## config.mk

```make
export PLATFORM = sky130hd
export DESIGN_NAME = pixel_layer_arbiter_flat
export DESIGN_NICKNAME = d
export VERILOG_FILES = /design/src/rtl/pixel_layer_arbiter_if.sv /design/src/rtl/pixel_layer_arbiter.sv /design/src/flat_wrapper.sv
export SDC_FILE = /design/constraint.sdc
export NUM_CORES = 1
export LEC_CHECK = 0
export CAP_MARGIN = 20
export CORE_MARGIN = 3
export CORE_UTILIZATION = 45
export CTS_BUF_LIST = sky130_fd_sc_hd__clkbuf_16
export DETAILED_ROUTE_END_ITERATION = 10
export PLACE_DENSITY_LB_ADDON = 0.3
export RECOVER_POWER = 50
export SYNTH_ARGS = -nofsm -noshare
export SYNTH_HDL_FRONTEND = slang
export SYNTH_SLANG_ARGS = --single-unit
export TNS_END_PERCENT = 1
```

## constraint.sdc

```tcl
create_clock -name Clk -period 1.5 [get_ports Clk]
set_input_delay 0.3 -clock Clk [delete_from_list [all_inputs] [get_ports Clk]]
set_output_delay 0.3 -clock Clk [all_outputs]
set_load 0.02 [all_outputs]
```

## src/rtl/pixel_layer_arbiter_if.sv

```systemverilog
// Pixel layer arbiter bus: pixel stream in, layer-enable configuration,
// and arbitrated palette code / collision statistics out.
// master = pixel source / configuration host, slave = arbiter.
interface pixel_layer_arbiter_if;
    logic        Frame_start;
    logic        Pix_valid;
    logic        Blank_in;
    logic [15:0] Layer_code;
    logic        Cfg_wr;
    logic [3:0]  Cfg_enable;
    logic        Cfg_busy;
    logic [3:0]  Pal_code;
    logic        Pix_valid_out;
    logic [2:0]  Layer_sel;
    logic [15:0] Coll_count;

    modport master (
        output Frame_start, Pix_valid, Blank_in, Layer_code, Cfg_wr, Cfg_enable,
        input  Cfg_busy, Pal_code, Pix_valid_out, Layer_sel, Coll_count
    );

    modport slave (
        input  Frame_start, Pix_valid, Blank_in, Layer_code, Cfg_wr, Cfg_enable,
        output Cfg_busy, Pal_code, Pix_valid_out, Layer_sel, Coll_count
    );
endinterface

```

## src/rtl/pixel_layer_arbiter.sv

```systemverilog
// pixel_layer_arbiter: two-stage priority arbiter over four 4-bit layer
// codes (layer 0 highest priority). Layer enables are written into a shadow
// mask and become active on the next Frame_start so a frame never changes
// mask mid-way.
// Optional feature macro: COLLISION_DETECT_EN adds a saturating per-frame
// count of pixels where layers 1 and 2 are both opaque.
//
// Stream semantics: Pix_valid qualifies the pixel slot in the same cycle;
// there is no backpressure. Results appear on Pal_code/Layer_sel with
// Pix_valid_out exactly two cycles later; while Pix_valid_out is low the
// code and layer outputs hold their last valid values.
module pixel_layer_arbiter #(
    parameter logic [3:0] TRANSPARENT_CODE = 4'h0,
    parameter logic [3:0] BLANK_CODE       = 4'h1,
    parameter logic [3:0] DEFAULT_CODE     = 4'hB
) (
    input  logic                 Clk,
    input  logic                 Reset_n,
    pixel_layer_arbiter_if.slave bus
);

    // Layer-enable configuration state
    logic [3:0]  mask_q, mask_d;
    logic [3:0]  shadow_q, shadow_d;
    logic        busy_q, busy_d;

    // Stage 1: captured pixel plus the opaque vector under the mask in force
    logic        s1_valid_q, s1_valid_d;
    logic        s1_blank_q, s1_blank_d;
    logic [15:0] s1_code_q, s1_code_d;
    logic [3:0]  s1_opaque_q, s1_opaque_d;

    // Stage 2: arbitration result
    logic        s2_valid_q, s2_valid_d;
    logic [3:0]  pal_q, pal_d;
    logic [2:0]  sel_q, sel_d;

    logic [3:0]  win_code;
    logic [2:0]  win_sel;

    // Shadow/active mask handling; a write coincident with Frame_start goes live at once
    always_comb begin
        mask_d   = mask_q;
        shadow_d = shadow_q;
        busy_d   = busy_q;
        if (bus.Cfg_wr && bus.Frame_start) begin
            mask_d   = bus.Cfg_enable;
            shadow_d = bus.Cfg_enable;
            busy_d   = 1'b0;
        end else if (bus.Cfg_wr) begin
            shadow_d = bus.Cfg_enable;
            busy_d   = 1'b1;
        end else if (bus.Frame_start && busy_q) begin
            mask_d   = shadow_q;
            busy_d   = 1'b0;
        end
    end

    // Stage 1 capture; opacity is resolved here so in-flight pixels keep their mask
    always_comb begin
        s1_valid_d  = bus.Pix_valid;
        s1_blank_d  = bus.Blank_in;
        s1_code_d   = bus.Layer_code;
        s1_opaque_d = 4'h0;
        for (int i = 0; i < 4; i++) begin
            s1_opaque_d[i] = mask_q[i] && (bus.Layer_code[i*4 +: 4] != TRANSPARENT_CODE);
        end
    end

    // Priority pick: lowest-numbered opaque layer wins, blanking overrides everything
    always_comb begin
        win_code = DEFAULT_CODE;
        win_sel  = 3'd4;
        for (int i = 3; i >= 0; i--) begin
            if (s1_opaque_q[i]) begin
                win_code = s1_code_q[i*4 +: 4];
                win_sel  = 3'(i);
            end
        end
        if (s1_blank_q) begin
            win_code = BLANK_CODE;
            win_sel  = 3'd5;
        end
    end

    // Stage 2 update; code and layer hold when the slot is empty
    always_comb begin
        s2_valid_d = s1_valid_q;
        pal_d      = pal_q;
        sel_d      = sel_q;
        if (s1_valid_q) begin
            pal_d = win_code;
            sel_d = win_sel;
        end
    end

    // All configuration and pipeline registers
    always_ff @(posedge Clk or negedge Reset_n) begin
        if (!Reset_n) begin
            mask_q      <= 4'hF;
            shadow_q    <= 4'hF;
            busy_q      <= 1'b0;
            s1_valid_q  <= 1'b0;
            s1_blank_q  <= 1'b0;
            s1_code_q   <= 16'h0000;
            s1_opaque_q <= 4'h0;
            s2_valid_q  <= 1'b0;
            pal_q       <= BLANK_CODE;
            sel_q       <= 3'd5;
        end else begin
            mask_q      <= mask_d;
            shadow_q    <= shadow_d;
            busy_q      <= busy_d;
            s1_valid_q  <= s1_valid_d;
            s1_blank_q  <= s1_blank_d;
            s1_code_q   <= s1_code_d;
            s1_opaque_q <= s1_opaque_d;
            s2_valid_q  <= s2_valid_d;
            pal_q       <= pal_d;
            sel_q       <= sel_d;
        end
    end

    assign bus.Cfg_busy      = busy_q;
    assign bus.Pal_code      = pal_q;
    assign bus.Pix_valid_out = s2_valid_q;
    assign bus.Layer_sel     = sel_q;

`ifdef COLLISION_DETECT_EN
    logic [15:0] acc_q, acc_d;
    logic [15:0] coll_q, coll_d;

    // Per-frame collision accumulator; Frame_start publishes and clears it
    always_comb begin
        acc_d  = acc_q;
        coll_d = coll_q;
        if (bus.Frame_start) begin
            coll_d = acc_q;
            acc_d  = 16'h0000;
        end else if (s1_valid_q && !s1_blank_q && s1_opaque_q[1] && s1_opaque_q[2]
                     && (acc_q != 16'hFFFF)) begin
            acc_d = acc_q + 16'h0001;
        end
    end

    // Collision registers
    always_ff @(posedge Clk or negedge Reset_n) begin
        if (!Reset_n) begin
            acc_q  <= 16'h0000;
            coll_q <= 16'h0000;
        end else begin
            acc_q  <= acc_d;
            coll_q <= coll_d;
        end
    end

    assign bus.Coll_count = coll_q;
`else
    assign bus.Coll_count = 16'h0000;
`endif

endmodule

```

## src/flat_wrapper.sv

```systemverilog
// flat-port wrapper written by rule: the top's interface ports become plain ports
module pixel_layer_arbiter_flat 
#(
    parameter logic [3:0] TRANSPARENT_CODE = 4'h0,
    parameter logic [3:0] BLANK_CODE       = 4'h1,
    parameter logic [3:0] DEFAULT_CODE     = 4'hB
)
  (Clk, Reset_n, bus_Frame_start, bus_Pix_valid, bus_Blank_in, bus_Layer_code, bus_Cfg_wr, bus_Cfg_enable, bus_Cfg_busy, bus_Pal_code, bus_Pix_valid_out, bus_Layer_sel, bus_Coll_count);
  pixel_layer_arbiter_if bus_i ();
  input  logic Clk;
  input  logic Reset_n;
  input wire logic [$bits(bus_i.Frame_start)-1:0] bus_Frame_start;
  input wire logic [$bits(bus_i.Pix_valid)-1:0] bus_Pix_valid;
  input wire logic [$bits(bus_i.Blank_in)-1:0] bus_Blank_in;
  input wire logic [$bits(bus_i.Layer_code)-1:0] bus_Layer_code;
  input wire logic [$bits(bus_i.Cfg_wr)-1:0] bus_Cfg_wr;
  input wire logic [$bits(bus_i.Cfg_enable)-1:0] bus_Cfg_enable;
  output wire logic [$bits(bus_i.Cfg_busy)-1:0] bus_Cfg_busy;
  output wire logic [$bits(bus_i.Pal_code)-1:0] bus_Pal_code;
  output wire logic [$bits(bus_i.Pix_valid_out)-1:0] bus_Pix_valid_out;
  output wire logic [$bits(bus_i.Layer_sel)-1:0] bus_Layer_sel;
  output wire logic [$bits(bus_i.Coll_count)-1:0] bus_Coll_count;
  assign bus_i.Frame_start = bus_Frame_start;
  assign bus_i.Pix_valid = bus_Pix_valid;
  assign bus_i.Blank_in = bus_Blank_in;
  assign bus_i.Layer_code = bus_Layer_code;
  assign bus_i.Cfg_wr = bus_Cfg_wr;
  assign bus_i.Cfg_enable = bus_Cfg_enable;
  assign bus_Cfg_busy = bus_i.Cfg_busy;
  assign bus_Pal_code = bus_i.Pal_code;
  assign bus_Pix_valid_out = bus_i.Pix_valid_out;
  assign bus_Layer_sel = bus_i.Layer_sel;
  assign bus_Coll_count = bus_i.Coll_count;
  pixel_layer_arbiter #(.TRANSPARENT_CODE(TRANSPARENT_CODE), .BLANK_CODE(BLANK_CODE), .DEFAULT_CODE(DEFAULT_CODE)) u_core (.Clk(Clk), .Reset_n(Reset_n), .bus(bus_i));
endmodule
```

# Word level (Yosys, flattened, before mapping)
# Cells that the tools add are included.
word_totals:
  ff_bits: 39
  in_bits: 26
op_classes:
  n_eq_ne: 1
  muxes: 18
  n_reduce_logical: 14
op_table:
  columns: ["op", "count"]
  rows:
  - ["$mux 4", 10]
  - ["$reduce_bool 4->1", 4]
  - ["$mux 3", 5]
  - ["$logic_and 1x1->1", 6]
  - ["$reduce_bool 2->1", 2]
  - ["$mux 1", 3]
  - ["$reduce_bool 3->1", 1]
  - ["$ne 2x1->1 const B", 1]
  - ["$reduce_and 2->1", 1]

# Logic depth before layout (Yosys ltp)
# Gate-level depths: netlist of run 1.
logic_depth:
  ltp_word: 5
  depth_mapped: 4

# Worst setup path before layout of run 1
# No wires, ideal clock.
synth_path:
  path_kind: "reg-to-reg"
  start: "reg u_core.busy_q, in the netlist u_core.bus.Cfg_busy"
  end: "reg u_core.mask_q[0]"
  setup_ns: 0.082
  arrival_time_ns: 1.003
  t_required_ns: 1.418
  setup_slack_ns: 0.415
  path_stages_with_launch: 3
  path_buffers: 0
  synth_period_minus_slack_ns: 1.085
  path_cell_list: "dfrtp_1 > o21ai_2 > mux2_2"
synth_between:
  elab_chain_cells: 3
synth_rtl:
  columns: ["item", "line", "rtl"]
  rows:
  - ["from (decl)", "pixel_layer_arbiter.sv:25", "logic busy_q, busy_d;"]
  - ["from (signal assigned)", "pixel_layer_arbiter.sv:113", "busy_q <= busy_d;"]
  - ["$logic_and 1x1->1", "pixel_layer_arbiter.sv:53", "end else if (bus.Frame_start && busy_q) begin"]
  - ["$reduce_bool 2->1 (no line)", null, null]
  - ["$reduce_and 2->1 (no line)", null, null]
  - ["to (signal assigned)", "pixel_layer_arbiter.sv:111", "mask_q <= mask_d;"]
  - ["to (decl)", "pixel_layer_arbiter.sv:23", "logic [3:0] mask_q, mask_d;"]
# No other way between the ends.
# A chain may end at the register's enable or synchronous reset.

# Worst setup path after layout of run 1
layout_path:
  start: "reg u_core.sel_q[0], in the netlist u_core.bus.Layer_sel[0]"
  end: "out bus_Layer_sel[0]"
layout_lines:
  columns: ["item", "line", "rtl"]
  rows:
  - ["from (decl)", "pixel_layer_arbiter.sv:36", "logic [2:0] sel_q, sel_d;"]
  - ["from (signal assigned)", "pixel_layer_arbiter.sv:120", "sel_q <= sel_d;"]
  - ["to (decl)", "flat_wrapper.sv:21", "output wire logic [$bits(bus_i.Layer_sel)-1:0] bus_Layer_sel;"]
# No word-level cell between the ends.

==> results of run 1 <==
==> state kept, by name, summed over array words and instances (netlist names) <==
register                  count
u_core.s1_opaque_q            4
u_core.bus.Cfg_busy           1
u_core.s1_code_q             16
u_core.bus.Pal_code           4
u_core.s1_valid_q             1
u_core.mask_q                 4
u_core.shadow_q               4
u_core.bus.Pix_valid_out      1
u_core.s1_blank_q             1
u_core.bus.Layer_sel          3
==> power by group through the flow <==
stage / logic, mW / clock network, mW / registers [mW]
final: 0.428 / 1.14 / 1.28
after CTS: 0.449 / 1.17 / 1.28
after floorplan: 0.278 / 0 / 1.30
after detailed placement: 0.469 / 0 / 1.30
after global placement: 0.455 / 0 / 1.29
after global routing: 0.467 / 1.23 / 1.29
==> cell type report <==
class                   instances  area, µm²  share of cell area
flip-flops and latches         39        990               0.483
clock inverters                 3       38.8              0.0189
clock buffers                   5        125              0.0611
repair buffers                 38        357               0.174
inverters                       6       22.5              0.0110
well taps                      44       55.1              0.0269
multi-input cells              70        460               0.225
==> cell usage in the layout (no fill, tap or decap), types with 2 or more instances in the layout <==
master,count
inv_1,5
dlygate4sd2_1,9
dlygate4sd3_1,19
clkdlybuf4s50_1,6
nor2_1,6
conb_1,16
buf_4,3
dfstp_2,11
dfrtp_1,28
o41a_1,4
nor3b_1,3
mux2_4,3
nor2b_1,5
o22ai_1,3
a21oi_1,6
a31oi_1,2
o31a_1,2
nand2_1,2
mux2_2,4
clkbuf_16,5
o21ai_1,5
==> routing by layer <==
metal	vias to the layer above	wire (µm)
met5	-	0
li1	465	-
met2	44	1520
met4	0	51
met1	491	1020
met3	7	258
==> worst max-delay path by stage <==
stage,endpoint,slack [ns]
finish,bus_Layer_sel[0],0.08
global route,u_core.s1_blank_q$_DFF_PN0_,0.04
CTS,bus_Layer_sel[0],0.07
detailed placement,u_core.mask_q[3]$_DFFE_PN1P_,-0.11
global placement,u_core.mask_q[3]$_DFFE_PN1P_,-0.08
floorplan,u_core.mask_q[0]$_DFFE_PN1P_,0.41
==> kinds of logic (layout without fill, tap and decap cells) <==
group	count (synthesis)	after routing	share of synthesized area
buf+inv	26	52	0.110
mux	7	7	0.0575
simple gates	20	20	0.0703
other cells	1	16	0.00240
flops	39	39	0.632
compound gates	27	27	0.128
==> metrics by stage <==
step,TNS [ns],utilization,cell area (µm²),worst slack [ns],std cells
after CTS,0,0.649,2060,0.0689,205
final,0,0.644,2050,0.0784,205
after global routing,0,0.644,2050,0.0447,205
after detailed placement,-0.363,0.601,1910,-0.113,197
after floorplan,0,-,1620,0.415,135
after global placement,-0.240,0.601,1910,-0.0806,197
==> results.yml, run 1 <==
run_status:
  outcome: "complete, no violations"
detailed_routing:
  routed_via_density: 4.91
  drtIter0Drc: 30
  drc: 0
  vias: 1007
  drt_pass1_iterations: 4
  drtAntennaViolNets: 0
  routedWlPerCell_um: 13.9
  wirelength_um: 2850
critical_path:
  worstPathArrival_ns: 1.12
  path_depth: 1
  end_kind: "output pin"
  required_ns: 1.20
  start_kind: "flip-flop"
  critPathKind: "reg2out"
  crit_fanout: 2
  rr_startpoint: "u_core.s1_opaque_q[0]$_DFF_PN0_"
  path_delay_family: "flip-flops"
  r2r-end: "u_core.bus.Pal_code[2]$_DFFE_PN0P_"
  cp-startpoint: "u_core.bus.Layer_sel[0]$_DFFE_PN1P_"
  crit_slowest_cell: "dfstp_2"
  rr_worst_depth: 3
  critPathMaxStageDelay_ns: 0.52
  cp_num_buf_inv: 1
  r2r_slack_ns: 0.32
  worstPathCellList: "dlygate4sd2_1"
hold_path:
  hp-class: "reg2reg"
  worstHoldEndpoint: "u_core.bus.Layer_sel[2]$_DFFE_PN1P_"
  hold_start: "u_core.bus.Layer_sel[2]$_DFFE_PN1P_"
  whs_path_depth: 2
cts:
  htreeDepth: 2
  postCtsHoldBufs: 0
  postCtsSetupBuffers: 0
  cts_resized: 9
  cts_buffers: 5
  cts_tree: "built"
  insertion_delay_ns: 0.28
  cts_buffer_depth: 2
  root_buffer: "clkbuf_16"
  cts_sinks: 39
  path_clk_slew_ns: 0.05
global_routing:
  antenna_found_initial: 0
  gr-usage-met1: 0.157
  grt_use_met3: 0.0641
  grt-ovfl-total: 0
  busiest_layer: "met2"
  grt_pass1_wl_um: 4820
  grt_pass1_vias: 1070
  grt.total_usage: 0.154
  grt_max_degree: 40
  gr-usage-met2: 0.276
pwr:
  combPwrFrac: 0.150
  power.internal_mw: 2.17
  switching_share: 0.238
  clockPowerShare: 0.401
  p_seq_frac: 0.448
  p_leak_nw: 0.896
  p_total_mw: 2.85
  switching_power_uw: 680
  peakVddDrop_mv: 0.885
  p_per_area_nw_per_um2: 1390
synth:
  post-synth-top-count-cell: "dfrtp_1"
  synth_area_leader_cell: "dfrtp_1"
  synth-main-ff-cell: "dfrtp_1"
  yosysUniqueCellTypes: 29
  synth_seq_cells: 39
  synth_area_per_cell_um2: 13.0
  yosys-top-cells-area: "dfrtp_1, dfstp_2, buf_4"
  synthArstFlopShare: 1.00
  syn_inst: 120
  ys_top_cells_by_count: "dfrtp_1, buf_4, dfstp_2, a21oi_1, nor2_1"
  syn_area_um2: 1570
  synth_edf_count: 0
  ys_warn_count: 0
  synth_seq_area_share: 0.632
  synth_top_area_share: 0.448
cells_and_area:
  fill_cells: 263
  final_layout_size_suffix_gt1_frac: 0.211
  areaGrowthSynthToFinish_pct: 30.9
  diodes: 0
  finalNetCount: 186
timing:
  worst_pin_slew_ns: 0.903
  fmax_mhz: 703
  rsz0062_at_grt: "false"
  period_share: 0.948
  finalSetupViolCount: 0
  slew_headroom: 0.398
  slew_viol_final: 0
  period_needed_ns: 1.42
  finClkSkew_ns: 0.00255
  final_hold_viol_count: 0
  worst_hold_slack_ns: 0.488
die:
  die_area_um2: 4220
  fp-row-count: 20
  initial_core_util: 0.493
  io_pins: 51
  core_area_um2: 3180
  fp.dieW_um: 65.0
  die_h_um: 65.0
placement:
  gp_congestion: 0.779
  dpl.hpwl_um: 2230
  io_buffer_count: 34
job:
  maxCapViolations: 0
Power figures use the tool's default switching activity.
==> run 2, diff against run 1 <==
--- a/config.mk
+++ b/config.mk
@@ -5,7 +5,6 @@
 export SDC_FILE = /design/constraint.sdc
 export NUM_CORES = 1
 export LEC_CHECK = 0
-export CAP_MARGIN = 20
 export CORE_MARGIN = 3
 export CORE_UTILIZATION = 45
 export CTS_BUF_LIST = sky130_fd_sc_hd__clkbuf_16
==> results of run 2 <==
The final DEF is identical to that of run 1; final timing and power are the same.
==> run 3, diff against run 2 <==
--- a/config.mk
+++ b/config.mk
@@ -5,8 +5,9 @@
 export SDC_FILE = /design/constraint.sdc
 export NUM_CORES = 1
 export LEC_CHECK = 0
+export ABC_AREA = 1
 export CORE_MARGIN = 3
-export CORE_UTILIZATION = 45
+export CORE_UTILIZATION = 44
 export CTS_BUF_LIST = sky130_fd_sc_hd__clkbuf_16
 export DETAILED_ROUTE_END_ITERATION = 10
 export PLACE_DENSITY_LB_ADDON = 0.3
==> run 3 against run 2 <==
Against the previous run:
- total power increased by 2.4%
- first-iteration DRC count decreased by 6.7%
- synthesized cell count increased by 26%
- utilization decreased by 0.31 points
- die area decreased by 0.31%
- design area decreased by 0.49%
- critical path type unchanged
- largest cell class unchanged
- highest routed layer unchanged
==> results.yml, run 3 <==
critical_path:
  worstPathArrival_ns: 1.13
  cp_num_buf_inv: 1
  end_kind: "output pin"
  start_kind: "flip-flop"
  critPathKind: "reg2out"
  required_ns: 1.20
  crit_fanout: 2
  crit_slowest_cell: "dfstp_2"
  critPathMaxStageDelay_ns: 0.52
  worstPathCellList: "dlygate4sd2_1"
  path_delay_family: "flip-flops"
timing:
  finClkSkew_ns: 0.00376
  period_needed_ns: 1.43
  fmax_mhz: 701
  rsz0062_at_grt: "false"
  worst_pin_slew_ns: 0.893
  finalSetupViolCount: 0
  setup_tns_ns: 0
  worst_hold_slack_ns: 0.470
  final_hold_viol_count: 0
  slew_viol_final: 0
  slew_headroom: 0.405
  period_share: 0.951
synth:
  synthSimpleGateAreaFrac: 0.155
  synth-main-ff-cell: "dfrtp_1"
  syn_area_um2: 1530
  synth_top_family_by_area: "simple AND/OR/NAND/NOR gates"
  synth_edf_count: 0
  synth_seq_area_share: 0.649
  synthXorXnorAreaFrac: 0
  ys_warn_count: 0
  synth_area_leader_cell: "dfrtp_1"
  synthMuxAreaShare: 0
  synth_compound_area_frac: 0.0796
  synth_area_per_cell_um2: 10.1
  synthArstFlopShare: 1.00
  syn_inst: 151
  yosysUniqueCellTypes: 17
  yosys-top-cells-area: "dfrtp_1, dfstp_2, nand2_1"
  synth_top_area_share: 0.459
  synth_seq_cells: 39
  post-synth-top-count-cell: "nand2_1"
  ys_top_cells_by_count: "nand2_1, dfrtp_1, nor2_1, buf_4, a21oi_1"
  yosys.area_share.adder: 0
placement:
  io_buffer_count: 34
  dpl.hpwl_um: 2130
  placed_cells: 228
  gp_congestion: 0.810
die:
  core_area_um2: 3180
  fp-row-count: 20
  die_area_um2: 4210
  io_pins: 51
  die_h_um: 64.9
  fp.dieW_um: 64.9
  initial_core_util: 0.480
cells_and_area:
  areaGrowthSynthToFinish_pct: 33.6
  final_layout_size_suffix_gt1_frac: 0.130
  layout_commonest_cell: "nand2_1"
  largest_reg_flops: 16
  regMostFlops: "u_core.s1_code_q"
  fill_cells: 265
  diodes: 0
  post_layout_nonfiller_instances: 236
  final_cell_mix: "nand2_1, dfrtp_1, dlygate4sd3_1"
  utilization: 0.641
  finalNetCount: 217
detailed_routing:
  routedWlPerCell_um: 11.5
  drtIter0Drc: 28
  drtAntennaViolNets: 0
  routed_via_density: 4.44
  drt_pass1_iterations: 4
  vias: 1049
  wirelength_um: 2710
  drc: 0
global_routing:
  grt_max_degree: 40
  grt.total_usage: 0.151
  busiest_layer: "met2"
  grt_use_met3: 0.0520
  gr-usage-met1: 0.168
  gr-usage-met2: 0.250
  antenna_found_initial: 0
  grt-ovfl-total: 0
  grt_pass1_vias: 1071
  grt_pass1_wl_um: 4640
pwr:
  p_total_mw: 2.92
  p_leak_nw: 0.988
  p_per_area_nw_per_um2: 1430
  peakVddDrop_mv: 0.794
run_status:
  outcome: "complete, no violations"
cts:
  cts_buffer_depth: 2
  insertion_delay_ns: 0.28
  cts_tree: "built"
  root_buffer: "clkbuf_16"
  cts_buffers: 5
  cts_sinks: 39
  path_clk_slew_ns: 0.05
  htreeDepth: 2
job:
  maxCapViolations: 0
hold_path:
  hp-class: "reg2reg"
run 3: changes by cell type after synthesis, sizes merged, moves of 4 or more:
cell	previous run	this run
o41a	4	0
nor2	7	18
mux2	7	0
a21oi	6	13
nor2b	5	0
inv	6	13
nor4	0	4
nand2	2	35
run 3: worst register-to-register path, delay by kind of cell (launching register included):
family | cells | cell delay, ns
AO/OA/AOI/OAI | 2 | 0.28
buffers and inverters | 1 | 0.16
flip-flops | 1 | 0.41
AND/OR/NAND/NOR | 2 | 0.13
run 3: path summary, 6_finish.rpt:
kind	endpoint	slack, ns	depth (start not counted)	from
setup reg to reg	u_core.bus.Pal_code[1]$_DFFE_PN0P_	0.46	5	u_core.s1_opaque_q[1]$_DFF_PN0_
hold reg to reg	u_core.bus.Pal_code[2]$_DFFE_PN0P_	0.47	2	u_core.bus.Pal_code[2]$_DFFE_PN0P_
setup / recovery	bus_Layer_sel[2]	0.07	1	u_core.bus.Layer_sel[2]$_DFFE_PN1P_
hold / removal	u_core.bus.Pal_code[2]$_DFFE_PN0P_	0.47	2	u_core.bus.Pal_code[2]$_DFFE_PN0P_
max in group asynchronous	u_core.s1_code_q[13]$_DFF_PN0_	0.26	2	Reset_n
min in group asynchronous	u_core.s1_blank_q$_DFF_PN0_	0.69	2	Reset_n
run 3: repair_timing:
item | in CTS | in global routing
setup buffers | 0 | 0
endpoints found under the setup margin | 8 | 1
hold buffers | 0 | 0
resized for setup | 8 | 1
gates cloned | 0 | 0
run 3: cell type report:
cell class / instances / area [µm²] / share of cell area
sequential: 39 / 990 / 0.486
multi-input combinational: 97 / 418 / 0.205
timing repair buffer: 35 / 338 / 0.166
clock buffer: 5 / 125 / 0.0614
clock inverter: 3 / 63.8 / 0.0313
tap: 44 / 55.1 / 0.0270
inverter: 13 / 48.8 / 0.0239
run 3: logic make-up (layout without fill, tap and decap cells):
kind of cell	after synthesis	after routing
buffers and inverters	30	56
other	1	16
and+or+nand+nor	58	58
AOI/OAI and AO/OA	23	23
DFF	39	39
run 3: routing by layer:
layer	vias up	wire length, µm	part of all wire
met5	-	0	0
met4	0	72	0.027
met3	9	230	0.085
met2	50	1350	0.50
met1	465	1060	0.39
li1	525	-	-
run 3: where the power goes:
part | leakage (nW) | switching [mW] | internal [mW]
registers | 0.449 | 0.0581 | 1.17
logic | 0.444 | 0.222 | 0.139
clock network | 0.0952 | 0.379 | 0.945
total | 0.988 | 0.659 | 2.26
run 3: per-stage QoR:
stage	area [µm²]	worst slack, ns
floorplan	1580	0.553
global placement	1870	0.0931
detailed placement	1870	0.0201
CTS	2050	0.00573
global route	2040	0.0434
finish	2040	0.0733
